`src/rtl/mem_burst_master_if.sv`:
```
// Client request/data handshake plus mainMem bus for mem_burst_master.
interface mem_burst_master_if;
   logic        req_valid;
   logic        req_ready;
   logic [0:31] req_addr;
   logic        req_write;
   logic [0:1]  req_size;
   logic [0:31] wr_data;
   logic        wr_valid;
   logic        wr_ready;
   logic [0:31] rd_data;
   logic        rd_valid;
   logic        rd_last;
   logic        done;
   logic        err;
   logic [0:31] mem_addr;
   logic [0:31] mem_data_in;
   logic [0:31] mem_data_out;
   logic [0:1]  mem_acc_size;
   logic        mem_wren;
   logic        mem_enable;
   logic        mem_busy;

   modport master (
      input  req_valid, req_addr, req_write, req_size, wr_data, wr_valid,
             mem_data_out, mem_busy,
      output req_ready, wr_ready, rd_data, rd_valid, rd_last, done, err,
             mem_addr, mem_data_in, mem_acc_size, mem_wren, mem_enable
   );

   modport slave (
      output req_valid, req_addr, req_write, req_size, wr_data, wr_valid,
             mem_data_out, mem_busy,
      input  req_ready, wr_ready, rd_data, rd_valid, rd_last, done, err,
             mem_addr, mem_data_in, mem_acc_size, mem_wren, mem_enable
   );
endinterface

```
`src/rtl/mem_burst_master.sv`:
```
// Burst engine in front of mainMem: stages write bursts in a 16-word
// buffer so they go out on back-to-back cycles, and streams read bursts
// back to the client with a fixed memory read latency.
module mem_burst_master #(
   parameter logic [31:0] START_ADDRESS = 32'h80020000,
   parameter int          MEM_WORDS     = 262144,
   parameter int          READ_LATENCY  = 2
) (
   input logic                 clock,
   input logic                 reset_n,
   mem_burst_master_if.master  bus
);

   typedef enum logic [3:0] {
      IDLE, WR_FILL, WR_WAIT, WR_BURST, RD_WAIT,
      RD_ISSUE, RD_LAT, RD_BURST, DONE, ERR
   } state_t;

   // End of the legal window, one bit wider so a request near 4 GB cannot wrap.
   localparam logic [32:0] WINDOW_END = {1'b0, START_ADDRESS} + (33'(MEM_WORDS) << 2);
   // RD_LAT lasts READ_LATENCY-1 cycles (latency must be at least 2).
   localparam logic [4:0]  LAT_LAST   = 5'(READ_LATENCY - 2);

   state_t      r_state;
   logic [0:31] r_addr;
   logic [0:1]  r_size;
   logic [4:0]  r_len;
   logic [4:0]  r_cnt;
   logic [0:31] r_buf [16];

   logic [4:0]  w_reqLen;
   logic [32:0] w_reqEnd;
   logic        w_reqBad;

   function automatic logic [4:0] sizeToLen(input logic [0:1] size);
      case (size)
         2'b00:   return 5'd1;
         2'b01:   return 5'd4;
         2'b10:   return 5'd8;
         default: return 5'd16;
      endcase
   endfunction

   // Reject misaligned, below-window or past-window requests before any memory activity.
   always_comb begin
      w_reqLen = sizeToLen(bus.req_size);
      w_reqEnd = {1'b0, bus.req_addr} + {26'd0, w_reqLen, 2'b00};
      w_reqBad = (bus.req_addr[30:31] != 2'b00)
               || ({1'b0, bus.req_addr} < {1'b0, START_ADDRESS})
               || (w_reqEnd > WINDOW_END);
   end

   // Write staging buffer; contents are don't-care until filled, so no reset.
   always_ff @(posedge clock) begin
      if (r_state == WR_FILL && bus.wr_valid) begin
         r_buf[r_cnt[3:0]] <= bus.wr_data;
      end
   end

   // Main sequencer; every client and memory output is registered here.
   always_ff @(posedge clock or negedge reset_n) begin
      if (!reset_n) begin
         r_state          <= IDLE;
         r_addr           <= '0;
         r_size           <= '0;
         r_len            <= '0;
         r_cnt            <= '0;
         bus.req_ready    <= 1'b0;
         bus.wr_ready     <= 1'b0;
         bus.rd_data      <= '0;
         bus.rd_valid     <= 1'b0;
         bus.rd_last      <= 1'b0;
         bus.done         <= 1'b0;
         bus.err          <= 1'b0;
         bus.mem_addr     <= '0;
         bus.mem_data_in  <= '0;
         bus.mem_acc_size <= '0;
         bus.mem_wren     <= 1'b0;
         bus.mem_enable   <= 1'b0;
      end else begin
         bus.mem_enable <= 1'b1;
         case (r_state)
            IDLE: begin
               bus.req_ready <= 1'b1;
               if (bus.req_valid && bus.req_ready) begin
                  bus.req_ready <= 1'b0;
                  r_addr        <= bus.req_addr;
                  r_size        <= bus.req_size;
                  r_len         <= w_reqLen;
                  r_cnt         <= '0;
                  if (w_reqBad) begin
                     bus.err <= 1'b1;
                     r_state <= ERR;
                  end else if (bus.req_write) begin
                     bus.wr_ready <= 1'b1;
                     r_state      <= WR_FILL;
                  end else begin
                     r_state <= RD_WAIT;
                  end
               end
            end
            WR_FILL: begin
               if (bus.wr_valid) begin
                  r_cnt <= r_cnt + 5'd1;
                  if (r_cnt == r_len - 5'd1) begin
                     bus.wr_ready <= 1'b0;
                     r_state      <= WR_WAIT;
                  end
               end
            end
            WR_WAIT: begin
               if (!bus.mem_busy) begin
                  bus.mem_wren     <= 1'b1;
                  bus.mem_addr     <= r_addr;
                  bus.mem_acc_size <= r_size;
                  bus.mem_data_in  <= r_buf[0];
                  r_cnt            <= 5'd1;
                  r_state          <= WR_BURST;
               end
            end
            WR_BURST: begin
               if (r_cnt == r_len) begin
                  bus.mem_wren <= 1'b0;
                  bus.done     <= 1'b1;
                  r_state      <= DONE;
               end else begin
                  bus.mem_data_in <= r_buf[r_cnt[3:0]];
                  r_cnt           <= r_cnt + 5'd1;
               end
            end
            RD_WAIT: begin
               if (!bus.mem_busy) begin
                  bus.mem_wren     <= 1'b0;
                  bus.mem_addr     <= r_addr;
                  bus.mem_acc_size <= r_size;
                  r_state          <= RD_ISSUE;
               end
            end
            RD_ISSUE: begin
               r_cnt   <= '0;
               r_state <= RD_LAT;
            end
            RD_LAT: begin
               if (r_cnt == LAT_LAST) begin
                  r_cnt   <= '0;
                  r_state <= RD_BURST;
               end else begin
                  r_cnt <= r_cnt + 5'd1;
               end
            end
            RD_BURST: begin
               if (r_cnt == r_len) begin
                  bus.rd_valid <= 1'b0;
                  bus.rd_last  <= 1'b0;
                  bus.done     <= 1'b1;
                  r_state      <= DONE;
               end else begin
                  bus.rd_data  <= bus.mem_data_out;
                  bus.rd_valid <= 1'b1;
                  bus.rd_last  <= (r_cnt == r_len - 5'd1);
                  r_cnt        <= r_cnt + 5'd1;
               end
            end
            DONE: begin
               bus.done      <= 1'b0;
               bus.req_ready <= 1'b1;
               r_state       <= IDLE;
            end
            ERR: begin
               bus.err       <= 1'b0;
               bus.req_ready <= 1'b1;
               r_state       <= IDLE;
            end
            default: r_state <= IDLE;
         endcase
      end
   end

endmodule

```
`src/flat_wrapper.sv`:
```
// flat-port wrapper written by rule: the top's interface ports become plain ports
module mem_burst_master_flat 
#(
   parameter logic [31:0] START_ADDRESS = 32'h80020000,
   parameter int          MEM_WORDS     = 262144,
   parameter int          READ_LATENCY  = 2
)
  (clock, reset_n, bus_req_valid, bus_req_addr, bus_req_write, bus_req_size, bus_wr_data, bus_wr_valid, bus_mem_data_out, bus_mem_busy, bus_req_ready, bus_wr_ready, bus_rd_data, bus_rd_valid, bus_rd_last, bus_done, bus_err, bus_mem_addr, bus_mem_data_in, bus_mem_acc_size, bus_mem_wren, bus_mem_enable);
  mem_burst_master_if bus_i ();
  input logic clock;
  input logic reset_n;
  input wire logic [$bits(bus_i.req_valid)-1:0] bus_req_valid;
  input wire logic [$bits(bus_i.req_addr)-1:0] bus_req_addr;
  input wire logic [$bits(bus_i.req_write)-1:0] bus_req_write;
  input wire logic [$bits(bus_i.req_size)-1:0] bus_req_size;
  input wire logic [$bits(bus_i.wr_data)-1:0] bus_wr_data;
  input wire logic [$bits(bus_i.wr_valid)-1:0] bus_wr_valid;
  input wire logic [$bits(bus_i.mem_data_out)-1:0] bus_mem_data_out;
  input wire logic [$bits(bus_i.mem_busy)-1:0] bus_mem_busy;
  output wire logic [$bits(bus_i.req_ready)-1:0] bus_req_ready;
  output wire logic [$bits(bus_i.wr_ready)-1:0] bus_wr_ready;
  output wire logic [$bits(bus_i.rd_data)-1:0] bus_rd_data;
  output wire logic [$bits(bus_i.rd_valid)-1:0] bus_rd_valid;
  output wire logic [$bits(bus_i.rd_last)-1:0] bus_rd_last;
  output wire logic [$bits(bus_i.done)-1:0] bus_done;
  output wire logic [$bits(bus_i.err)-1:0] bus_err;
  output wire logic [$bits(bus_i.mem_addr)-1:0] bus_mem_addr;
  output wire logic [$bits(bus_i.mem_data_in)-1:0] bus_mem_data_in;
  output wire logic [$bits(bus_i.mem_acc_size)-1:0] bus_mem_acc_size;
  output wire logic [$bits(bus_i.mem_wren)-1:0] bus_mem_wren;
  output wire logic [$bits(bus_i.mem_enable)-1:0] bus_mem_enable;
  assign bus_i.req_valid = bus_req_valid;
  assign bus_i.req_addr = bus_req_addr;
  assign bus_i.req_write = bus_req_write;
  assign bus_i.req_size = bus_req_size;
  assign bus_i.wr_data = bus_wr_data;
  assign bus_i.wr_valid = bus_wr_valid;
  assign bus_i.mem_data_out = bus_mem_data_out;
  assign bus_i.mem_busy = bus_mem_busy;
  assign bus_req_ready = bus_i.req_ready;
  assign bus_wr_ready = bus_i.wr_ready;
  assign bus_rd_data = bus_i.rd_data;
  assign bus_rd_valid = bus_i.rd_valid;
  assign bus_rd_last = bus_i.rd_last;
  assign bus_done = bus_i.done;
  assign bus_err = bus_i.err;
  assign bus_mem_addr = bus_i.mem_addr;
  assign bus_mem_data_in = bus_i.mem_data_in;
  assign bus_mem_acc_size = bus_i.mem_acc_size;
  assign bus_mem_wren = bus_i.mem_wren;
  assign bus_mem_enable = bus_i.mem_enable;
  mem_burst_master #(.START_ADDRESS(START_ADDRESS), .MEM_WORDS(MEM_WORDS), .READ_LATENCY(READ_LATENCY)) u_core (.clock(clock), .reset_n(reset_n), .bus(bus_i));
endmodule
```
`config.mk`:
```
export PLATFORM = sky130hd
export DESIGN_NAME = mem_burst_master_flat
export DESIGN_NICKNAME = d
export VERILOG_FILES = /design/src/rtl/mem_burst_master_if.sv /design/src/rtl/mem_burst_master.sv /design/src/flat_wrapper.sv
export SDC_FILE = /design/constraint.sdc
export NUM_CORES = 1
export LEC_CHECK = 0
export ABC_CLOCK_PERIOD_IN_PS = 4400
export CAP_MARGIN = 30
export CORE_AREA = 3 3 218 220
export DETAILED_ROUTE_END_ITERATION = 10
export DIE_AREA = 0 0 221 223
export PLACE_DENSITY = 0.79
export SETUP_SLACK_MARGIN = 0.5
export SLEW_MARGIN = 20
export SYNTH_ARGS = -nofsm -noshare
export SYNTH_HDL_FRONTEND = slang
export SYNTH_SLANG_ARGS = --single-unit
```
`constraint.sdc`:
```
create_clock -name clock -period 4.4 [get_ports clock]
set_input_delay 0.44 -clock clock [delete_from_list [all_inputs] [get_ports clock]]
set_output_delay 0.44 -clock clock [all_outputs]
set_load 0.05 [all_outputs]
```
Word-level counts from Yosys, hierarchy flattened
Memories as Yosys holds them, arrays and structs flattened.
Index checks and enable logic that the tools add are counted.
{ "word_totals": {"register_bits": 154, "mem_bits_rw": 512, "wordCells": 120, "n_memories": 1} }
{ "classes": {"add_sub_neg": 3, "n_lt_le_gt_ge": 2, "eq_ne": 26, "mux": 41, "n_bitwise": 2, "reduce_logical": 28} }
{ "mem_list": {"columns": ["memory", "words", "word_bits", "read_ports", "rd_clocked_by_memory_dff", "wr", "line_no", "source"], "rows": [
  ["u_core.r_buf", 16, 32, 2, 0, 1, "mem_burst_master.sv:29", "logic [0:31] r_buf [16];"]
]} }
{ "ops": {"columns": ["op", "count"], "rows": [
  ["32-bit 2-to-1 mux", 2],
  ["32-bit case mux with 2 select lines", 1],
  ["32-bit by 7-bit adder with 33-bit output", 1],
  ["33-bit by 32-bit > comparator with 1-bit output, second input constant", 1],
  ["32-bit < comparator, second input constant", 1],
  ["4-bit 2-to-1 mux", 8],
  ["5-bit case mux with 6 select lines", 1],
  ["4-bit case mux with 7 select lines", 1],
  ["5-bit 2-to-1 mux", 5],
  ["4-bit by 3-bit == test with 1-bit output, second input constant", 4],
  ["1-bit 2-to-1 mux", 16],
  ["2-bit != test, second input constant", 8],
  ["5-bit case mux with 3 select lines", 1],
  ["2-bit nonzero test", 6],
  ["5-bit == test", 2],
  ["2-bit by 1-bit != test with 1-bit output, second input constant", 5],
  ["4-bit by 2-bit == test with 1-bit output, second input constant", 2],
  ["4-bit == test, second input constant", 2],
  ["1-bit case mux with 2 select lines", 4],
  ["2-bit AND reduction", 4],
  ["7-bit AND reduction", 1],
  ["3-bit AND reduction", 2],
  ["6-bit AND reduction", 1],
  ["6-bit nonzero test", 1],
  ["17 further kinds", 22]
]} }

Logic depth before layout (Yosys ltp)
{ "logic_depth": {"word_depth": 8, "depth_mapped": 13, "ltp_nobuf": 11} }

Least setup slack after synthesis
OpenSTA, ideal clock, no wires.
{ "synth_timing": {"path_type": "flip-flop to flip-flop", "from": "register u_core.r_cnt[0]", "to": "memory u_core.r_buf[0][0] (netlist bit), enable pin", "setup_ns": 0.461, "arrival_ns": 3.609, "path_slack_ns": 0.330, "path_stages_with_launch": 8, "path_buffers": 3, "path_cell_list": "dfrtp_1 > clkbuf_1 > buf_2 > buf_1 > inv_1 > ha_1 > nand2_1 > nor3_1"} }
{ "synth_lines": {"columns": ["item", "line_no", "source"], "rows": [
  ["start: declaration", "mem_burst_master.sv:28", "logic [4:0] r_cnt;"],
  ["start signal: assignment", "mem_burst_master.sv:104", "r_cnt <= r_cnt + 5'd1;"],
  ["start signal: assignment", "mem_burst_master.sv:128", "r_cnt <= r_cnt + 5'd1;"],
  ["start signal: assignment", "mem_burst_master.sv:148", "r_cnt <= r_cnt + 5'd1;"],
  ["end: declaration", "mem_burst_master.sv:29", null]
]} }
No word-level cell before the write port.

Worst setup path in the final report
{ "layout_timing": {"from": "input port bus_req_size[0]", "to": "register u_core.r_state[0]"} }
{ "layout_between": {"elab_chain_cells": 8} }
{ "layout_rtl": {"columns": ["item", "line_no", "source"], "rows": [
  ["start: declaration", "flat_wrapper.sv:15", "input wire logic [$bits(bus_i.req_size)-1:0] bus_req_size;"],
  ["2-bit == test (tied with other cells)", "mem_burst_master.sv:36", "case (size)"],
  ["5-bit case mux with 3 select lines (*)", "mem_burst_master.sv:36", null],
  ["net u_core.w_reqLen[2]", "mem_burst_master.sv:31", "logic [4:0] w_reqLen;"],
  ["32-bit by 7-bit adder with 33-bit output (*)", "mem_burst_master.sv:47", "w_reqEnd = {1'b0, bus.req_addr} + {26'd0, w_reqLen, 2'b00};"],
  ["33-bit by 32-bit > comparator with 1-bit output (*)", "mem_burst_master.sv:50", "|| (w_reqEnd > WINDOW_END);"],
  ["1-bit logical OR (*)", "mem_burst_master.sv:50", null],
  ["4-bit 2-to-1 mux (*)", "mem_burst_master.sv:91", "if (w_reqBad) begin"],
  ["4-bit 2-to-1 mux (*)", "mem_burst_master.sv:85", "if (bus.req_valid && bus.req_ready) begin"],
  ["4-bit case mux with 7 select lines (*)", "mem_burst_master.sv:82", "case (r_state)"],
  ["end signal: assignment", "mem_burst_master.sv:93", "r_state <= ERR;"],
  ["end signal: assignment", "mem_burst_master.sv:96", "r_state <= WR_FILL;"],
  ["end signal: assignment", "mem_burst_master.sv:98", "r_state <= RD_WAIT;"],
  ["end: declaration", "mem_burst_master.sv:24", "state_t r_state;"]
]} }
The timed path passes the listed nets; every way through them passes the cells marked *. The select of a mux whose other input is x is not followed.
A chain may end at the register's enable or synchronous reset.

==> impl_results.md <==
- Outcome: complete, no violations
- Drt pass-1 iters: 5
- Reg2reg path depth: 10
- CTS tree: done
- Max Slew Vio Count: 0
- Req. time, crit path: 4880 ps
- DIE HEIGHT: 223 um
- Highest Signal Layer: met4
- Port Buffer Count: 209
- Async SR Flop Fraction: 23.0%
- # rows: 78
- Arrival time at the worst endpoint: 3820 ps
- Gpl congestion: 0.835
- Pleak: 10.7 nW
- Syn Area/Cell: 18.5 sq um
- Nets: 1788
- Die area: 49300 sq um
- Via count: 14600
- Number of warnings issued by yosys: 0
- Final setup viols: 0
- Synth-to-Final Area Change: 19.4%
- Post-synth EDFFs: 512
- WS Path Type: input port to flop
- Met3 Wirelength: 4670 um
- Post-CTS Setup Bufs: 0
- Sequential area share after synthesis: 72.5%
- Post-synth top area share: 58.0%
- Vias/cell: 6.28
- Share of cells above drive strength 1: 22.8%
- Starting DRC count in detailed routing: 1529
- Die width: 221 um
- RSZ-0062 raised after global routing: false
- Crit Path Max Fanout: 9
- Global-route usage over all layers: 25.5%
- CTS root buffer: clkbuf_16
- Largest cells by area after synthesis: edfxtp_1 58%, dfrtp_1 14%, mux4_2 14%
- Part of the cycle the worst path needs: 75.8%
- Vias in the first global route: 14900
- Detail Route met2 WL: 30800 um
- Starting Density: 58.3%
- Seq cells post-synth: 665
- Final hold slack: 418 ps
- DRC Markers: 0
- Critical path startpoint category: input port
- First-pass GRT wire length: 93900 um
- Crit end category: flop
- Io pins: 210
- Post-synthesis net count: 1550
- Routed Antenna Nets: 0
- Met1 WL: 24900 um
- Post-synth cell types: 60
- Worst Skew: 25.5 ps
- Worst-Skew Late Latency: 600 ps
- Leading area contributor after synthesis: edfxtp_1
- Clk buf depth: 3
- CTS HTree Levels: 3
- Worst vdd ir: 0.629 mV
- Cell Area, Synth: 26500 sq um
- Final Hold Fails: 0
- DRT Wirelength: 62300 um
- Initial antenna violation count: 0
- GR Overflow Total: 0
- Hold Path Class: input port to asynchronous set/reset pin
- Minimum clock period: 3330 ps
- WL/cell: 26.8 um
- Cell Pwr Density: 589 nW/um^2
- Post-DP HPWL: 35800 um
- Setup TNS: 0 ps
- Num CTS Buffers: 67
- Core area: 45500 sq um
- Slew headroom: 38.8%
- Fill cell count: 2825
- Clock sinks: 665
- Post-synth top flop: edfxtp_1
- Fmax achieved: 300 MHz
- Synthesized instance count: 1436
- Worst-Margin Slew: 917 ps
- Largest net degree at the start of global routing: 76
- Clk slew on worst S/H paths: 60 ps
- Max-cap violations: 0
layout make-up:
type	count	area (sq um)	share of cell area [%]
clock inverters	26	175	0.554
multi-input cells	686	7120	22.5
flip-flops and latches	665	19200	60.7
clock buffers	96	1900	5.99
repair buffers	247	2460	7.76
diodes	1	2.50	0.00791
well taps	600	751	2.37
inverters	7	26.3	0.0830
critical path: stages:
cell and delay, ps:
clkdlybuf4s50_1 550, nor2b_1 240, ha_1 320, a21o_1 240, a21oi_1 590, a21oi_1 130, or4_1 420, nand4b_1 220
a221o_1 430, o21a_1 210
kinds of logic (layout without fill, tap and decap cells):
family | Yosys count | in the layout | share of synthesized area (%)
buffers and inverters | 85 | 376 | 1.24
other | 1 | 2 | 0.0142
AOI/OAI and AO/OA | 109 | 109 | 2.54
xor gates and xnor gates | 13 | 13 | 0.430
DFF | 665 | 665 | 72.5
and+or+nand+nor | 287 | 287 | 4.90
adders and majority gates | 10 | 10 | 0.472
muxes | 266 | 266 | 17.9
worst paths after layout:
path	from	endpoint	slack (ps)
worst max-delay path	bus_req_size[0]	u_core.r_state[0]	1070
worst min register to register	u_core.r_addr[20]	u_core.r_addr[20]	460
worst max register to register	u_core.r_cnt[1]	u_core.r_state[3]	1190
min in group clock	u_core.r_addr[20]	u_core.r_addr[20]	460
worst min-delay path	reset_n	u_core.bus.mem_addr[1]	420
max in group asynchronous	reset_n	u_core.bus.mem_data_in[21]	2860
where the power goes:
| group | total, mW | leakage [nW] | switching, mW | internal [mW] |
|---|---|---|---|---|
| combinational | 5.40 | 3.28 | 3.05 | 2.36 |
| clock | 5.35 | 1.01 | 2.33 | 3.03 |
| sequential | 7.88 | 6.44 | 0.489 | 7.39 |
| total | 18.6 | 10.7 | 5.86 | 12.8 |
per-layer routing:
layer | vias up | track usage (%)
met3 | 120 | 4.68
met4 | 0 | 9.51
met2 | 721 | 40.9
met5 | - | 0
li1 | 6177 | -
met1 | 7591 | 35.6
flip-flops by register name (all words and copies together), names as in the netlist:
signal / flops
u_core.r_buf: 512
u_core.bus.mem_addr: 32
u_core.bus.mem_data_in: 32
u_core.bus.rd_data: 32
u_core.r_addr: 32
u_core.r_cnt: 5
u_core.r_len: 4
u_core.r_state: 4
u_core.bus.mem_acc_size: 2
u_core.r_size: 2
u_core.bus.done: 1
u_core.bus.err: 1
u_core.bus.mem_enable: 1
u_core.bus.mem_wren: 1
u_core.bus.rd_last: 1
u_core.bus.rd_valid: 1
u_core.bus.req_ready: 1
u_core.bus.wr_ready: 1
cells in the mapped netlist, drive strengths merged, types with 3 or more instances:
cell type    n
or2          6
mux2        72
o21ai       22
mux4       160
nand2      123
mux2i       34
or4b         3
and2         6
nor4         6
inv          7
nor3        18
nand3       17
buf         25
or3          8
a31oi        5
ha          10
o211ai       3
edfxtp     512
a21oi       44
nor2        69
nand2b       5
xor2         3
nor2b        6
a21o         4
nand4       11
dfrtp      153
o31ai        6
or4          3
xnor2       10
clkbuf      53
repair_timing:
action | CTS | global route
setup endpoints to repair | 0 | 0
gates resized for setup | 0 | 0
hold buffers | 1 | 0
hold endpoints to repair | 65 | 0
through the flow:
stage               instances  total power [mW]  util, %  instance area [sq um]  setup slack [ps]
floorplan                1436              11.7        -                  26500              1040
global placement         2204              13.3     65.0                  29600               570
detailed placement       2204              13.4     65.0                  29600               511
CTS                      2327              18.8     69.6                  31600              1110
global route             2327              19.4     69.6                  31600               933
finish                   2328              18.6     69.6                  31600              1070
cells in the final DEF, fill, tap and decap left out, types with 12 or more instances in the layout:
master           count
a21oi_1             44
buf_4               31
clkbuf_1            19
clkbuf_16           68
clkdlybuf4s50_1    208
dfrtp_1            149
edfxtp_1           512
mux2_2              72
mux2i_1             34
mux4_2             160
nand2_1            123
nand3_1             17
nor2_1              57
nor2_4              12
nor3_1              12
o21ai_0             18
Note: power is estimated with default switching activity, not from simulation.
